==> config.mk <==
export PLATFORM = sky130hd
export DESIGN_NAME = fetch_line_seq
export DESIGN_NICKNAME = d
export VERILOG_FILES = /design/src/rtl/fetch_pkg.sv /design/src/rtl/fetch_bank_ptr.sv /design/src/rtl/fetch_line_seq.sv
export SDC_FILE = /design/constraint.sdc
export NUM_CORES = 1
export LEC_CHECK = 0
export CORE_MARGIN = 5
export CORE_UTILIZATION = 30
export CTS_CLUSTER_SIZE = 10
export DETAILED_ROUTE_END_ITERATION = 16
export SLEW_MARGIN = 5
export SYNTH_ARGS = -nofsm -noshare
export SYNTH_HDL_FRONTEND = slang
export SYNTH_SLANG_ARGS = --single-unit
==> constraint.sdc <==
create_clock -name clk -period 3.2 [get_ports clk]
set_input_delay 0.48 -clock clk [delete_from_list [all_inputs] [get_ports clk]]
set_output_delay 0.48 -clock clk [all_outputs]
set_load 0.02 [all_outputs]
==> src/rtl/fetch_pkg.sv <==
// Shared types for the fetch line sequencer: FSM states, redirect priorities
// and the line-address width helper.
package fetch_pkg;

  typedef enum logic [1:0] {
    ST_IDLE = 2'd0,
    ST_RUN  = 2'd1,
    ST_PEND = 2'd2
  } fetch_state_e;

  // Numeric order is the arbitration order, so plain >= compares priority.
  typedef enum logic [1:0] {
    PRIO_NONE    = 2'd0,
    PRIO_BP      = 2'd1,
    PRIO_RESTEER = 2'd2,
    PRIO_INIT    = 2'd3
  } redir_prio_e;

  function automatic int line_addr_w(input int addr_w, input int line_bytes);
    return addr_w - $clog2(line_bytes);
  endfunction

endpackage

==> src/rtl/fetch_bank_ptr.sv <==
// One interleaved I$ bank's line pointer: loads from a redirect line, steps by
// NBANKS when the bank consumes its line, otherwise holds.
module fetch_bank_ptr #(
  parameter int NBANKS   = 2,
  parameter int LA_W     = 28,
  parameter int BANK_IDX = 0
) (
  input  logic            clk,
  input  logic            reset_n,
  input  logic            load_i,
  input  logic [LA_W-1:0] redir_line_i,
  input  logic            adv_i,
  output logic [LA_W-1:0] line_o,
  output logic            valid_o
);

  localparam int BANK_W = $clog2(NBANKS);
  localparam logic [BANK_W-1:0] MY_IDX = BANK_W'(BANK_IDX);

  logic [BANK_W-1:0] off;
  logic [LA_W-1:0]   line_d, line_q;
  logic              valid_d, valid_q;

  // Smallest line >= the redirect line that maps onto this bank.
  assign off = MY_IDX - redir_line_i[BANK_W-1:0];

  always_comb begin
    line_d  = line_q;
    valid_d = valid_q;
    if (load_i) begin
      line_d  = redir_line_i + LA_W'(off);
      valid_d = 1'b1;
    end else if (adv_i) begin
      line_d = line_q + LA_W'(NBANKS);
    end
  end

  always_ff @(posedge clk or negedge reset_n) begin
    if (!reset_n) begin
      line_q  <= '0;
      valid_q <= 1'b0;
    end else begin
      line_q  <= line_d;
      valid_q <= valid_d;
    end
  end

  assign line_o  = line_q;
  assign valid_o = valid_q;

endmodule

==> src/rtl/fetch_line_seq.sv <==
// Fetch line sequencer: arbitrates redirects, parks one during fetch_hold and
// steps the per-bank line pointers as banks consume lines.
module fetch_line_seq
  import fetch_pkg::*;
#(
  parameter int NBANKS     = 2,
  parameter int ADDR_W     = 32,
  parameter int LINE_BYTES = 16,
  parameter int EPOCH_W    = 3
) (
  input  logic                                             clk,
  input  logic                                             reset_n,
  input  logic                                             init_valid,
  input  logic [ADDR_W-1:0]                                init_addr,
  input  logic                                             resteer_valid,
  input  logic [ADDR_W-1:0]                                resteer_addr,
  input  logic                                             bp_valid,
  input  logic [ADDR_W-1:0]                                bp_addr,
  input  logic                                             fetch_hold,
  input  logic [NBANKS-1:0]                                bank_ld,
  output logic [NBANKS*line_addr_w(ADDR_W, LINE_BYTES)-1:0] bank_line,
  output logic [NBANKS-1:0]                                bank_valid,
  output logic [$clog2(NBANKS)-1:0]                        head_bank,
  output logic [EPOCH_W-1:0]                               epoch,
  output logic                                             redirect_pending
);

  localparam int LA_W   = line_addr_w(ADDR_W, LINE_BYTES);
  localparam int OFF_W  = $clog2(LINE_BYTES);
  localparam int BANK_W = $clog2(NBANKS);

  fetch_state_e        state_d, state_q;
  redir_prio_e         new_prio, pend_prio_d, pend_prio_q;
  logic [LA_W-1:0]     new_line, pend_line_d, pend_line_q, apply_line;
  logic                apply, adv, pend_q;
  logic [NBANKS-1:0]   adv_b;
  logic [BANK_W:0]     run_k;
  logic                contig;
  logic [BANK_W-1:0]   head_d, head_q;
  logic [EPOCH_W-1:0]  epoch_d, epoch_q;

  // Byte offsets within a line never affect which line is fetched.
  logic unused_addr_bits;
  assign unused_addr_bits = ^{init_addr[OFF_W-1:0], resteer_addr[OFF_W-1:0],
                              bp_addr[OFF_W-1:0]};

  // IDLE only listens to init; elsewhere init > resteer > bp.
  always_comb begin
    new_prio = PRIO_NONE;
    new_line = '0;
    if (init_valid) begin
      new_prio = PRIO_INIT;
      new_line = init_addr[ADDR_W-1:OFF_W];
    end else if (resteer_valid && state_q != ST_IDLE) begin
      new_prio = PRIO_RESTEER;
      new_line = resteer_addr[ADDR_W-1:OFF_W];
    end else if (bp_valid && state_q != ST_IDLE) begin
      new_prio = PRIO_BP;
      new_line = bp_addr[ADDR_W-1:OFF_W];
    end
  end

  always_comb begin
    state_d     = state_q;
    pend_line_d = pend_line_q;
    pend_prio_d = pend_prio_q;
    apply       = 1'b0;
    apply_line  = new_line;
    adv         = 1'b0;
    case (state_q)
      ST_IDLE, ST_RUN: begin
        if (new_prio != PRIO_NONE) begin
          if (fetch_hold) begin
            pend_line_d = new_line;
            pend_prio_d = new_prio;
            state_d     = ST_PEND;
          end else begin
            apply   = 1'b1;
            state_d = ST_RUN;
          end
        end else if (state_q == ST_RUN && !fetch_hold) begin
          adv = 1'b1;
        end
      end
      ST_PEND: begin
        if (fetch_hold) begin
          if (new_prio != PRIO_NONE && new_prio >= pend_prio_q) begin
            pend_line_d = new_line;
            pend_prio_d = new_prio;
          end
        end else begin
          apply       = 1'b1;
          state_d     = ST_RUN;
          pend_prio_d = PRIO_NONE;
          if (!(new_prio != PRIO_NONE && new_prio >= pend_prio_q)) begin
            apply_line = pend_line_q;
          end
        end
      end
      default: state_d = ST_IDLE;
    endcase
  end

  // Count of consecutive consuming banks starting at the head, wrapping.
  always_comb begin
    run_k  = '0;
    contig = 1'b1;
    for (int i = 0; i < NBANKS; i++) begin
      if (contig && bank_ld[head_q + BANK_W'(i)]) begin
        run_k = run_k + 1'b1;
      end else begin
        contig = 1'b0;
      end
    end
  end

  assign adv_b = {NBANKS{adv}} & bank_ld;

  always_comb begin
    head_d  = head_q;
    epoch_d = epoch_q;
    if (apply) begin
      head_d  = apply_line[BANK_W-1:0];
      epoch_d = epoch_q + 1'b1;
    end else if (adv) begin
      head_d = head_q + run_k[BANK_W-1:0];
    end
  end

  always_ff @(posedge clk or negedge reset_n) begin
    if (!reset_n) begin
      state_q     <= ST_IDLE;
      pend_line_q <= '0;
      pend_prio_q <= PRIO_NONE;
      pend_q      <= 1'b0;
      head_q      <= '0;
      epoch_q     <= '0;
    end else begin
      state_q     <= state_d;
      pend_line_q <= pend_line_d;
      pend_prio_q <= pend_prio_d;
      pend_q      <= (state_d == ST_PEND);
      head_q      <= head_d;
      epoch_q     <= epoch_d;
    end
  end

  for (genvar b = 0; b < NBANKS; b++) begin : g_bank
    fetch_bank_ptr #(
      .NBANKS  (NBANKS),
      .LA_W    (LA_W),
      .BANK_IDX(b)
    ) u_ptr (
      .clk         (clk),
      .reset_n     (reset_n),
      .load_i      (apply),
      .redir_line_i(apply_line),
      .adv_i       (adv_b[b]),
      .line_o      (bank_line[b*LA_W +: LA_W]),
      .valid_o     (bank_valid[b])
    );
  end

  assign head_bank        = head_q;
  assign epoch            = epoch_q;
  assign redirect_pending = pend_q;

endmodule

==> metrics.cfg, run 1 <==
[status]
status = finished clean

[timing]
period_needed_ns = 3.04
rsz0062_at_grt = false
whs_ns = 0.180
fin_skew_ns = 0.00694
worstMarginPinSlew_ns = 0.693
final-hold-violation-count = 0
tns_ns = 0
post-route-period-util = 0.949
relSlewSlack = 0.538
fmax_mhz = 329
finalMaxSlewViolations = 0
setup_viol = 0

[synthesis]
post-synth-top-area-cell = dfrtp_1
synth_top_area_frac = 0.367
yosys.area_share.simple = 0.249
postSynthCellCount = 734
synthXorXnorAreaFrac = 0.101
ys_async_sr_fraction = 1.00
synthTopCellsByArea = dfrtp_1 (37%), nand2_1 (5.6%), xnor2_1 (5.1%)
synth_top_family_by_area = simple AND/OR/NAND/NOR gates
yosysWarnings = 0
syn_area_sq_mm = 0.00635
synth_edf_count = 0
ys_types = 66
syn-mean-instance-area_sq_um = 8.65
ys_seq_area_frac = 0.367
synth_compound_area_frac = 0.180
syn-num-nets = 843
synthMuxAreaShare = 0.0528
synth_adder_area_share = 0.00986
synth_common_cells = nand2_1 (95), dfrtp_1 (93), nor2_1 (58)
synth_top_flop_cell = dfrtp_1
synth_most_common_cell = nand2_1
synth_seq_cells = 93

[worst_setup_path]
ff2ff_path_depth = 14
r2r_slack_ns = 0.25
reg2reg_to = g_bank[0].u_ptr.line_o[27]
cp.required_ns = 3.43
crit_arrival_ns = 3.27
crit_path_end_kind = flop
critPathMaxFanout = 15
start_kind = input pin
path_class = in -> reg
r2r-start = state_q[0]

[clock_network]
clk_pin_slew_ns = 0.06
clockRootBuffer = clkbuf_16
numClockSinks = 93
clockBufferDepth = 2
clk-insertion-delay-late_ns = 0.35
htree_levels = 3
cts_tree = built
cts_made_buffers = 9
postCtsHoldBufs = 0

[global_route]
antenna_found_initial = 0
grt_max_degree = 51
grt_pass1_wl_um = 33000
first_global_vias = 6180
grt_usage = 0.171
globalRouteOverflowTotal = 0

[finish]
final_layout_size_suffix_gt1_frac = 0.163
fillers = 2130
design_area_sq_mm = 0.00917
area_delta_synth_final_pct = 44.5
diodes = 0
utilization = 0.437
nets = 1067

[detailed_routing]
ant_nets = 0
routed_wl_um = 20800
drt_pass1_iterations = 5
drcViolationCount = 0
vias_per_cell = 5.06
drt-wirelength-per-cell_um = 16.8
vias = 6268
drt_iter0_markers = 449

[flow_run]
maxCapViolations = 0

[power_and_ir_drop]
vdd_ir_drop_max_uv = 229
p_leak_nw = 3.83
p_per_area_mw_per_mm2 = 567

[floorplan]
dieArea_sq_mm = 0.0242
coreArea_sq_mm = 0.0210
fp.dieW_um = 155
die_h_um = 155
rows = 53
io_pins = 167
start_util = 0.303

[placement]
io_buffers = 153
placed_cell_area_sq_mm = 0.00890
routabilityCongestion = 0.849
dpl.hpwl_um = 16600

[min_path]
hold_path.class = in -> async

==> cell type report <==
| cell class | instances | area, sq um | area share |
|---|---|---|---|
| Clock buffer | 9 | 225 | 0.0246 |
| Clock inverter | 7 | 41.3 | 0.00450 |
| Inverter | 8 | 30.0 | 0.00328 |
| Multi-Input combinational cell | 586 | 3790 | 0.413 |
| Sequential cell | 93 | 2330 | 0.254 |
| Tap cell | 275 | 344 | 0.0375 |
| Timing Repair Buffer | 260 | 2410 | 0.263 |
==> power by group <==
group          internal (mW)  switching (mW)  leakage [nW]  total, mW
clock network          0.522           0.470         0.135      0.992
logic                   1.13            1.14          2.54       2.27
registers               1.54           0.394          1.16       1.94
total                   3.20            2.00          3.83       5.20
==> layer usage <==
| metal | GRT usage | vias up | routed length [um] |
|---|---|---|---|
| li1 | - | 3121 | - |
| met1 | 0.251 | 2932 | 10300 |
| met2 | 0.257 | 203 | 8890 |
| met3 | 0.0373 | 12 | 1380 |
| met4 | 0.0388 | 0 | 197 |
| met5 | 0 | - | 0 |
==> worst max path at each step <==
| stage | start | to | slack, ns | cells past startpoint |
|---|---|---|---|---|
| floorplan | init_valid | g_bank[0].u_ptr.line_o[18] | 0.003 | 19 |
| global placement | resteer_valid | g_bank[0].u_ptr.line_o[27] | -0.30 | 14 |
| detailed placement | resteer_valid | g_bank[0].u_ptr.line_o[27] | -0.31 | 14 |
| CTS | resteer_valid | g_bank[0].u_ptr.line_o[27] | 0.04 | 14 |
| global route | init_valid | g_bank[0].u_ptr.line_o[27] | 0.01 | 14 |
| finish | init_valid | g_bank[0].u_ptr.line_o[27] | 0.16 | 14 |
==> timing repair <==
| item | in CTS | in global routing |
|---|---|---|
| setup buffers | 0 | 0 |
| endpoints found under the setup margin | 0 | 14 |
| resized for setup | 0 | 2 |
==> cell families after synthesis <==
family | after synthesis
other cells | 1
xor+xnor | 73
simple gates | 306
flops | 93
buf+inv | 55
fa+ha+maj | 5
compound gates | 169
mux | 32
==> cells in the final DEF, fill, tap and decap left out, types with 9 or more instances in the layout <==
master,synthesis,final
clkdlybuf4s50_1,0,151
buf_4,8,102
nand2_1,95,94
dfrtp_1,93,93
nor2_1,58,56
o21ai_0,54,52
nand3_1,42,42
xnor2_1,37,37
xor2_1,36,36
a21oi_1,34,34
and3_1,24,24
nand4_1,20,20
mux2i_1,20,20
and4_1,17,17
a221o_1,15,15
a221oi_1,14,14
mux2_2,12,12
o21ai_1,9,11
nor3_1,9,9
clkbuf_16,0,9
==> registers in the layout (all words and copies together), names as in the netlist <==
name                  cells
epoch                     3
pend_line_q              28
pend_prio_q               2
redirect_pending          1
g_bank.u_ptr.line_o      55
g_bank.u_ptr.valid_o      1
state_q                   2
head_bank                 1
==> critical path, stage by stage <==
cell and delay (ns):
clkdlybuf4s50_1 0.48, inv_1 0.06, nand2_1 0.09, ha_2 0.29, nor4_2 0.28, buf_4 0.17, nor2_1 0.05, buf_4 0.15
buf_4 0.19, mux2i_1 0.17, nor3_1 0.29, o2111ai_1 0.19, xnor2_1 0.28, a21oi_1 0.10
==> per-stage QoR <==
stage	power, mW	instances	worst slack, ns
floorplan	3.09	734	0.00293
global route	5.55	1238	0.0137
finish	5.20	1238	0.162
detailed placement	4.24	1222	-0.313
global placement	4.21	1222	-0.301
CTS	5.26	1238	0.0392
(Power assumes the default switching activity.)
==> inputs of run 2 (changes only) <==
CORE_MARGIN = unset   (was 5)
PLACE_DENSITY = 0.62   (was unset)
==> run 2 against run 1 <==
Net effect:
- flip-flop and latch count unchanged
- cell area up 0.70%
- non-clock buffer count up 4
- worst setup slack better by 0.021 ns
- clock-buffer cell count up 4
- sequential share of layout area down 0.18 points
- combinational power about the same
- via count up 0.65%
- total power up 2.1%
- critical path depth up 1
- critical path type unchanged
==> metrics.cfg, run 2 (synthesis gave the netlist of run 1 again) <==
[timing]
period_needed_ns = 3.02  ; was 3.04 ns
fin_skew_ns = 0.00541  ; was 0.00694 ns
post-route-period-util = 0.943  ; was 0.949
setup_viol = 0  ; unchanged
finalMaxSlewViolations = 0  ; unchanged
fmax_mhz = 331  ; was 329 MHz
final-hold-violation-count = 0  ; unchanged
rsz0062_at_grt = false  ; unchanged
relSlewSlack = 0.516  ; was 0.538
worstMarginPinSlew_ns = 0.726  ; was 0.693 ns
whs_ns = 0.179  ; was 0.180 ns

[worst_setup_path]
cp.required_ns = 3.43  ; about the same
r2r-start = state_q[0]  ; unchanged
ff2ff_path_depth = 14  ; unchanged
start_kind = input pin  ; unchanged
cp_num_buf_inv = 6  ; was 5
critPathMostFrequentCell = buf_4  ; unchanged
critical-path-max-stage-delay_ns = 0.43  ; was 0.48 ns
crit_path_end_kind = flop  ; unchanged
crit_arrival_ns = 3.24  ; was 3.27 ns
path_depth = 15  ; was 14
critPathMaxFanout = 4  ; was 15
cp_slowest_cell = clkdlybuf4s50_1  ; unchanged
path_class = in -> reg  ; unchanged
startpoint = init_valid  ; unchanged
critPathTopFamily = buffers and inverters  ; unchanged
crit_chain = clkdlybuf4s50_1 > inv_1 > nand2_2 > ha_4 > buf_4 > nor4_4 > buf_4 > buf_4 > o2111ai_1 > o41a_1 > nor4_1 > buf_4 > nand3_1 > xnor2_1 > o21ai_1  ; was clkdlybuf4s50_1 > inv_1 > nand2_1 > ha_2 > nor4_2 > buf_4 > nor2_1 > buf_4 > buf_4 > mux2i_1 > nor3_1 > o2111ai_1 > xnor2_1 > a21oi_1

[global_route]
grt_max_degree = 73  ; was 51
globalRouteOverflowTotal = 0  ; unchanged
grt_pass1_wl_um = 33100  ; was 33000 um
grt_usage = 0.196  ; was 0.171
first_global_vias = 6037  ; was 6180
antenna_found_initial = 0  ; unchanged

[placement]
io_buffers = 153  ; unchanged
routabilityCongestion = 0.829  ; was 0.849
dpl.cell_count = 1218  ; was 1222
dpl.hpwl_um = 16200  ; was 16600 um

[power_and_ir_drop]
vdd_ir_drop_max_uv = 218  ; was 229 uV
p_int_mw = 3.30  ; was 3.20 mW
p_leak_nw = 3.87  ; was 3.83 nW
switching_share = 0.379  ; was 0.385
p_per_area_mw_per_mm2 = 575  ; was 567 mW/mm^2
power.net_switching_mw = 2.02  ; was 2.00 mW
power_frac_seq = 0.367  ; was 0.373
clockPowerShare = 0.203  ; was 0.191
combinationalPowerShare = 0.430  ; was 0.437

[detailed_routing]
routed_wl_um = 20700  ; was 20800 um
drcViolationCount = 0  ; unchanged
vias_per_cell = 5.10  ; was 5.06
drt-wirelength-per-cell_um = 16.7  ; was 16.8 um
drt_iter0_markers = 400  ; was 449
drt_pass1_iterations = 4  ; was 5
vias = 6309  ; was 6268
ant_nets = 0  ; unchanged

[finish]
utilization = 0.450  ; was 0.437
final_cells = 1237  ; was 1238
most-common-layout-cells = clkdlybuf4s50_1 (151), buf_4 (108), nand2_1 (93), dfrtp_1 (93), nor2_1 (55)  ; was clkdlybuf4s50_1 (151), buf_4 (102), nand2_1 (94)
largest_reg_flops = 55  ; unchanged
final_common_cell = clkdlybuf4s50_1  ; unchanged
final_layout_size_suffix_gt1_frac = 0.172  ; was 0.163
diodes = 0  ; unchanged
area_delta_synth_final_pct = 45.5  ; was 44.5%
nets = 1071  ; was 1067

[floorplan]
coreArea_sq_mm = 0.0205  ; was 0.0210 sq mm
dieArea_sq_mm = 0.0217  ; was 0.0242 sq mm
io_pins = 167  ; unchanged
fp.dieW_um = 147  ; was 155 um
rows = 52  ; was 53
start_util = 0.310  ; was 0.303
die_h_um = 147  ; was 155 um

[clock_network]
postCtsHoldBufs = 0  ; unchanged
numClockSinks = 93  ; unchanged
clockBufferDepth = 2  ; unchanged
htree_levels = 3  ; unchanged
clk_pin_slew_ns = 0.07  ; was 0.06 ns
clk-insertion-delay-late_ns = 0.35  ; about the same
clockRootBuffer = clkbuf_16  ; unchanged
cts_made_buffers = 9  ; unchanged
cts_tree = built  ; unchanged

[status]
status = finished clean  ; unchanged

[min_path]
hold_path.class = in -> async  ; unchanged

[flow_run]
maxCapViolations = 0  ; unchanged

==> run 2: changes by cell type in the layout (fill, tap and decap cells not counted), moves of 3 or more <==
cell | before | now
clkbuf_8 | 0 | 4
buf_4 | 102 | 108
clkinv_2 | 5 | 2
buf_12 | 6 | 3
==> run 2: per-layer routing <==
layer,GRT usage,routed length (um),up-vias
met1,0.290,10200,2950
met3,0.0349,1170,20
li1,-,-,3135
met4,0.0655,362,0
met5,0,0,-
met2,0.286,8900,204
==> run 2: timing repair <==
item                                    in CTS  in global routing
endpoints found under the setup margin       0                 19
endpoints found under the hold margin        0                  0
resized for setup                            0                 11
setup buffers                                0                  3
==> run 2: power groups by stage <==
| stage | sequential (mW) | combinational (mW) | clock, mW |
|---|---|---|---|
| 2_1_floorplan | 2.17 | 0.914 | 0 |
| 3_3_place_gp | 1.95 | 2.24 | 0 |
| 3_5_place_dp | 1.97 | 2.26 | 0 |
| 4_1_cts | 1.95 | 2.27 | 1.11 |
| 5_1_grt | 2.01 | 2.48 | 1.15 |
| 6_report | 1.95 | 2.28 | 1.08 |
==> run 2: path summary, 6_finish.rpt <==
check / slack, ns / end
setup / recovery: 0.18 / g_bank[0].u_ptr.line_o[23]
hold / removal: 0.18 / g_bank[0].u_ptr.valid_o
setup reg to reg: 0.22 / g_bank[0].u_ptr.line_o[23]
hold reg to reg: 0.47 / g_bank[1].u_ptr.line_o[0]
max in group asynchronous: 2.21 / g_bank[1].u_ptr.line_o[9]
min in group clk: 0.47 / g_bank[1].u_ptr.line_o[0]
==> run 2: cell type report <==
cell class | instances | area, sq um
clock buffer | 13 | 280
clock inverter | 3 | 17.5
fill | 2035 | 11300
inverter | 8 | 30.0
multi-input combinational | 586 | 3830
sequential | 93 | 2330
tap | 270 | 338
timing repair buffer | 264 | 2410
==> run 2: through the flow <==
stage               cell area, sq um  setup TNS [ns]  power (mW)  setup WS (ns)
CTS                             9160               0        5.32         0.0543
detailed placement              8860           -5.03        4.23         -0.317
floorplan                       6410               0        3.09        0.00293
finish                          9230               0        5.31          0.183
global placement                8860           -3.46        4.19         -0.246
global route                    9230               0        5.64        0.00844
==> inputs of run 3 (changes only) <==
CORE_MARGIN = 1.5   (was unset)
==> run 3 against run 2 <==
Net effect:
- via count is 1.0% lower
- final cell count is 1.1% lower
- utilization is 1.5 points lower
- worst setup slack better by 0.0083 ns
- worst hold slack worse by 0.062 ns
- sequential share of layout area is 0.37 points higher
- clock skew is 0.0017 ns higher
- routed wire length is 1.6% lower
- clock-buffer cell count is 2 lower
- combinational power hardly changed
==> metrics.cfg, run 3 (synthesis gave the netlist of run 1 again) <==
[global_route]
globalRouteOverflowTotal = 0  ; unchanged
grt_max_degree = 48  ; was 73
grt_pass1_wl_um = 32700  ; was 33100 um
first_global_vias = 6084  ; was 6037
grt_usage = 0.190  ; was 0.196
antenna_found_initial = 0  ; unchanged

[worst_setup_path]
r2r-start = state_q[0]  ; unchanged
crit_path_end = g_bank[0].u_ptr.line_o[18]  ; was g_bank[0].u_ptr.line_o[23]
cp_slowest_cell = o41a_1  ; was clkdlybuf4s50_1
critical-path-max-stage-delay_ns = 0.58  ; was 0.43 ns
crit_path_end_kind = flop  ; unchanged
startpoint = bp_valid  ; was init_valid
crit_arrival_ns = 3.23  ; was 3.24 ns
r2r_slack_ns = 0.26  ; was 0.22 ns
ff2ff_path_depth = 11  ; was 14
crit_chain = clkdlybuf4s50_1 > and2b_1 > and4_1 > a221oi_1 > o41a_1 > or3_4 > nor4bb_4 > xor2_1 > o21ai_1  ; was clkdlybuf4s50_1 > inv_1 > nand2_2 > ha_4 > buf_4 > nor4_4 > buf_4 > buf_4 > o2111ai_1 > o41a_1 > nor4_1 > buf_4 > nand3_1 > xnor2_1 > o21ai_1
critPathMaxFanout = 12  ; was 4
cp.required_ns = 3.42  ; was 3.43 ns
path_class = in -> reg  ; unchanged
start_kind = input pin  ; unchanged
reg2reg_to = g_bank[0].u_ptr.line_o[21]  ; was g_bank[0].u_ptr.line_o[23]

[timing]
finalWorstSetupSlack_ns = 0.191  ; was 0.183 ns
setup_viol = 0  ; unchanged
worstMarginPinSlew_ns = 0.782  ; was 0.726 ns
finalMaxSlewViolations = 0  ; unchanged
rsz0062_at_grt = false  ; unchanged
relSlewSlack = 0.478  ; was 0.516
period_needed_ns = 3.01  ; was 3.02 ns
fmax_mhz = 332  ; was 331 MHz
final-hold-violation-count = 0  ; unchanged
fin_skew_ns = 0.00709  ; was 0.00541 ns
post-route-period-util = 0.940  ; was 0.943

[floorplan]
fp.dieW_um = 148  ; was 147 um
io_pins = 167  ; unchanged
rows = 53  ; was 52
die_h_um = 148  ; was 147 um
dieArea_sq_mm = 0.0220  ; was 0.0217 sq mm
start_util = 0.304  ; was 0.310
coreArea_sq_mm = 0.0209  ; was 0.0205 sq mm

[status]
status = finished clean  ; unchanged

[finish]
nets = 1055  ; was 1071
final_common_cell = clkdlybuf4s50_1  ; unchanged
most-common-layout-cells = clkdlybuf4s50_1 (151), nand2_1 (94), dfrtp_1 (93)  ; was clkdlybuf4s50_1 (151), buf_4 (108), nand2_1 (93), dfrtp_1 (93), nor2_1 (55)
multi_input_area_sq_mm = 0.00383  ; about the same
fillers = 2098  ; was 2035
area_delta_synth_final_pct = 43.3  ; was 45.5%
largest_reg_flops = 55  ; unchanged
seqCellArea_sq_mm = 0.00233  ; unchanged
diodes = 0  ; unchanged
final_layout_size_suffix_gt1_frac = 0.156  ; was 0.172
utilization = 0.435  ; was 0.450

[detailed_routing]
vias_per_cell = 5.10  ; about the same
vias = 6243  ; was 6309
drcViolationCount = 0  ; unchanged
drt_iter0_markers = 439  ; was 400
routed_wl_um = 20300  ; was 20700 um
ant_nets = 0  ; unchanged
drt-wirelength-per-cell_um = 16.6  ; was 16.7 um
drt_pass1_iterations = 5  ; was 4

[power_and_ir_drop]
p_per_area_mw_per_mm2 = 580  ; was 575 mW/mm^2
p_leak_nw = 3.78  ; was 3.87 nW
vdd_ir_drop_max_uv = 245  ; was 218 uV

[clock_network]
cts_made_buffers = 9  ; unchanged
cts_tree = built  ; unchanged
clockBufferDepth = 2  ; unchanged
clk_pin_slew_ns = 0.06  ; was 0.07 ns
clockRootBuffer = clkbuf_16  ; unchanged
numClockSinks = 93  ; unchanged
htree_levels = 3  ; unchanged
clk-insertion-delay-late_ns = 0.35  ; about the same

[placement]
dp_slack_ns = -0.250  ; was -0.317 ns
io_buffers = 153  ; unchanged
routabilityCongestion = 0.867  ; was 0.829
dpl.hpwl_um = 16100  ; was 16200 um

[flow_run]
maxCapViolations = 0  ; unchanged

[min_path]
hold_path.class = in -> async  ; unchanged

==> run 3: how the worst min path moves through the flow <==
stage | to
after CTS | g_bank[0].u_ptr.valid_o
after global placement | g_bank[1].u_ptr.line_o[0]
after detailed placement | g_bank[1].u_ptr.line_o[0]
after floorplan | epoch[0]
after global routing | g_bank[0].u_ptr.valid_o
final | g_bank[0].u_ptr.valid_o
==> run 3: routing by layer <==
| layer | share of wire | track usage |
|---|---|---|
| met5 | 0 | 0 |
| met4 | 0.011 | 0.0470 |
| met3 | 0.064 | 0.0393 |
| met2 | 0.43 | 0.284 |
| met1 | 0.49 | 0.279 |
==> run 3: worst max-delay path: cells and delay by family <==
family                 cells  cell delay [ns]
AO/OA/AOI/OAI              3             0.74
XOR/XNOR                   1             0.16
buffers and inverters      1             0.49
AND/OR/NAND/NOR            4             1.36
==> run 3: timing repair <==
action | CTS | global route
resized for setup | 0 | 12
buffers inserted | 0 | 1
hold buffers | 0 | 0
endpoints found under the setup margin | 0 | 18
==> run 3: per-stage QoR <==
stage | cell area, sq um | cells | hold WS (ns) | power, mW | TNS (ns)
5_1_grt | 9100 | 1223 | 0.154 | 5.62 | 0
3_3_place_gp | 8750 | 1209 | 0.454 | 4.18 | -3.09
4_1_cts | 9040 | 1222 | 0.126 | 5.31 | 0
3_5_place_dp | 8750 | 1209 | 0.460 | 4.21 | -3.79
2_1_floorplan | 6410 | 734 | 0.184 | 3.09 | 0
6_report | 9100 | 1223 | 0.118 | 5.28 | 0
==> run 3: power by group <==
| group | internal, mW | switching [mW] | leakage [nW] |
|---|---|---|---|
| logic | 1.12 | 1.14 | 2.47 |
| registers | 1.54 | 0.399 | 1.16 |
| clock network | 0.634 | 0.445 | 0.143 |
| total | 3.30 | 1.98 | 3.78 |
==> run 3: area by class of cell <==
| type | count | share of cell area |
|---|---|---|
| Inverter | 8 | 0.00330 |
| Clock buffer | 11 | 0.0278 |
| Sequential cell | 93 | 0.256 |
| Timing Repair Buffer | 248 | 0.250 |
| Multi-Input combinational cell | 586 | 0.421 |
| Tap cell | 275 | 0.0378 |
| Clock inverter | 2 | 0.00385 |
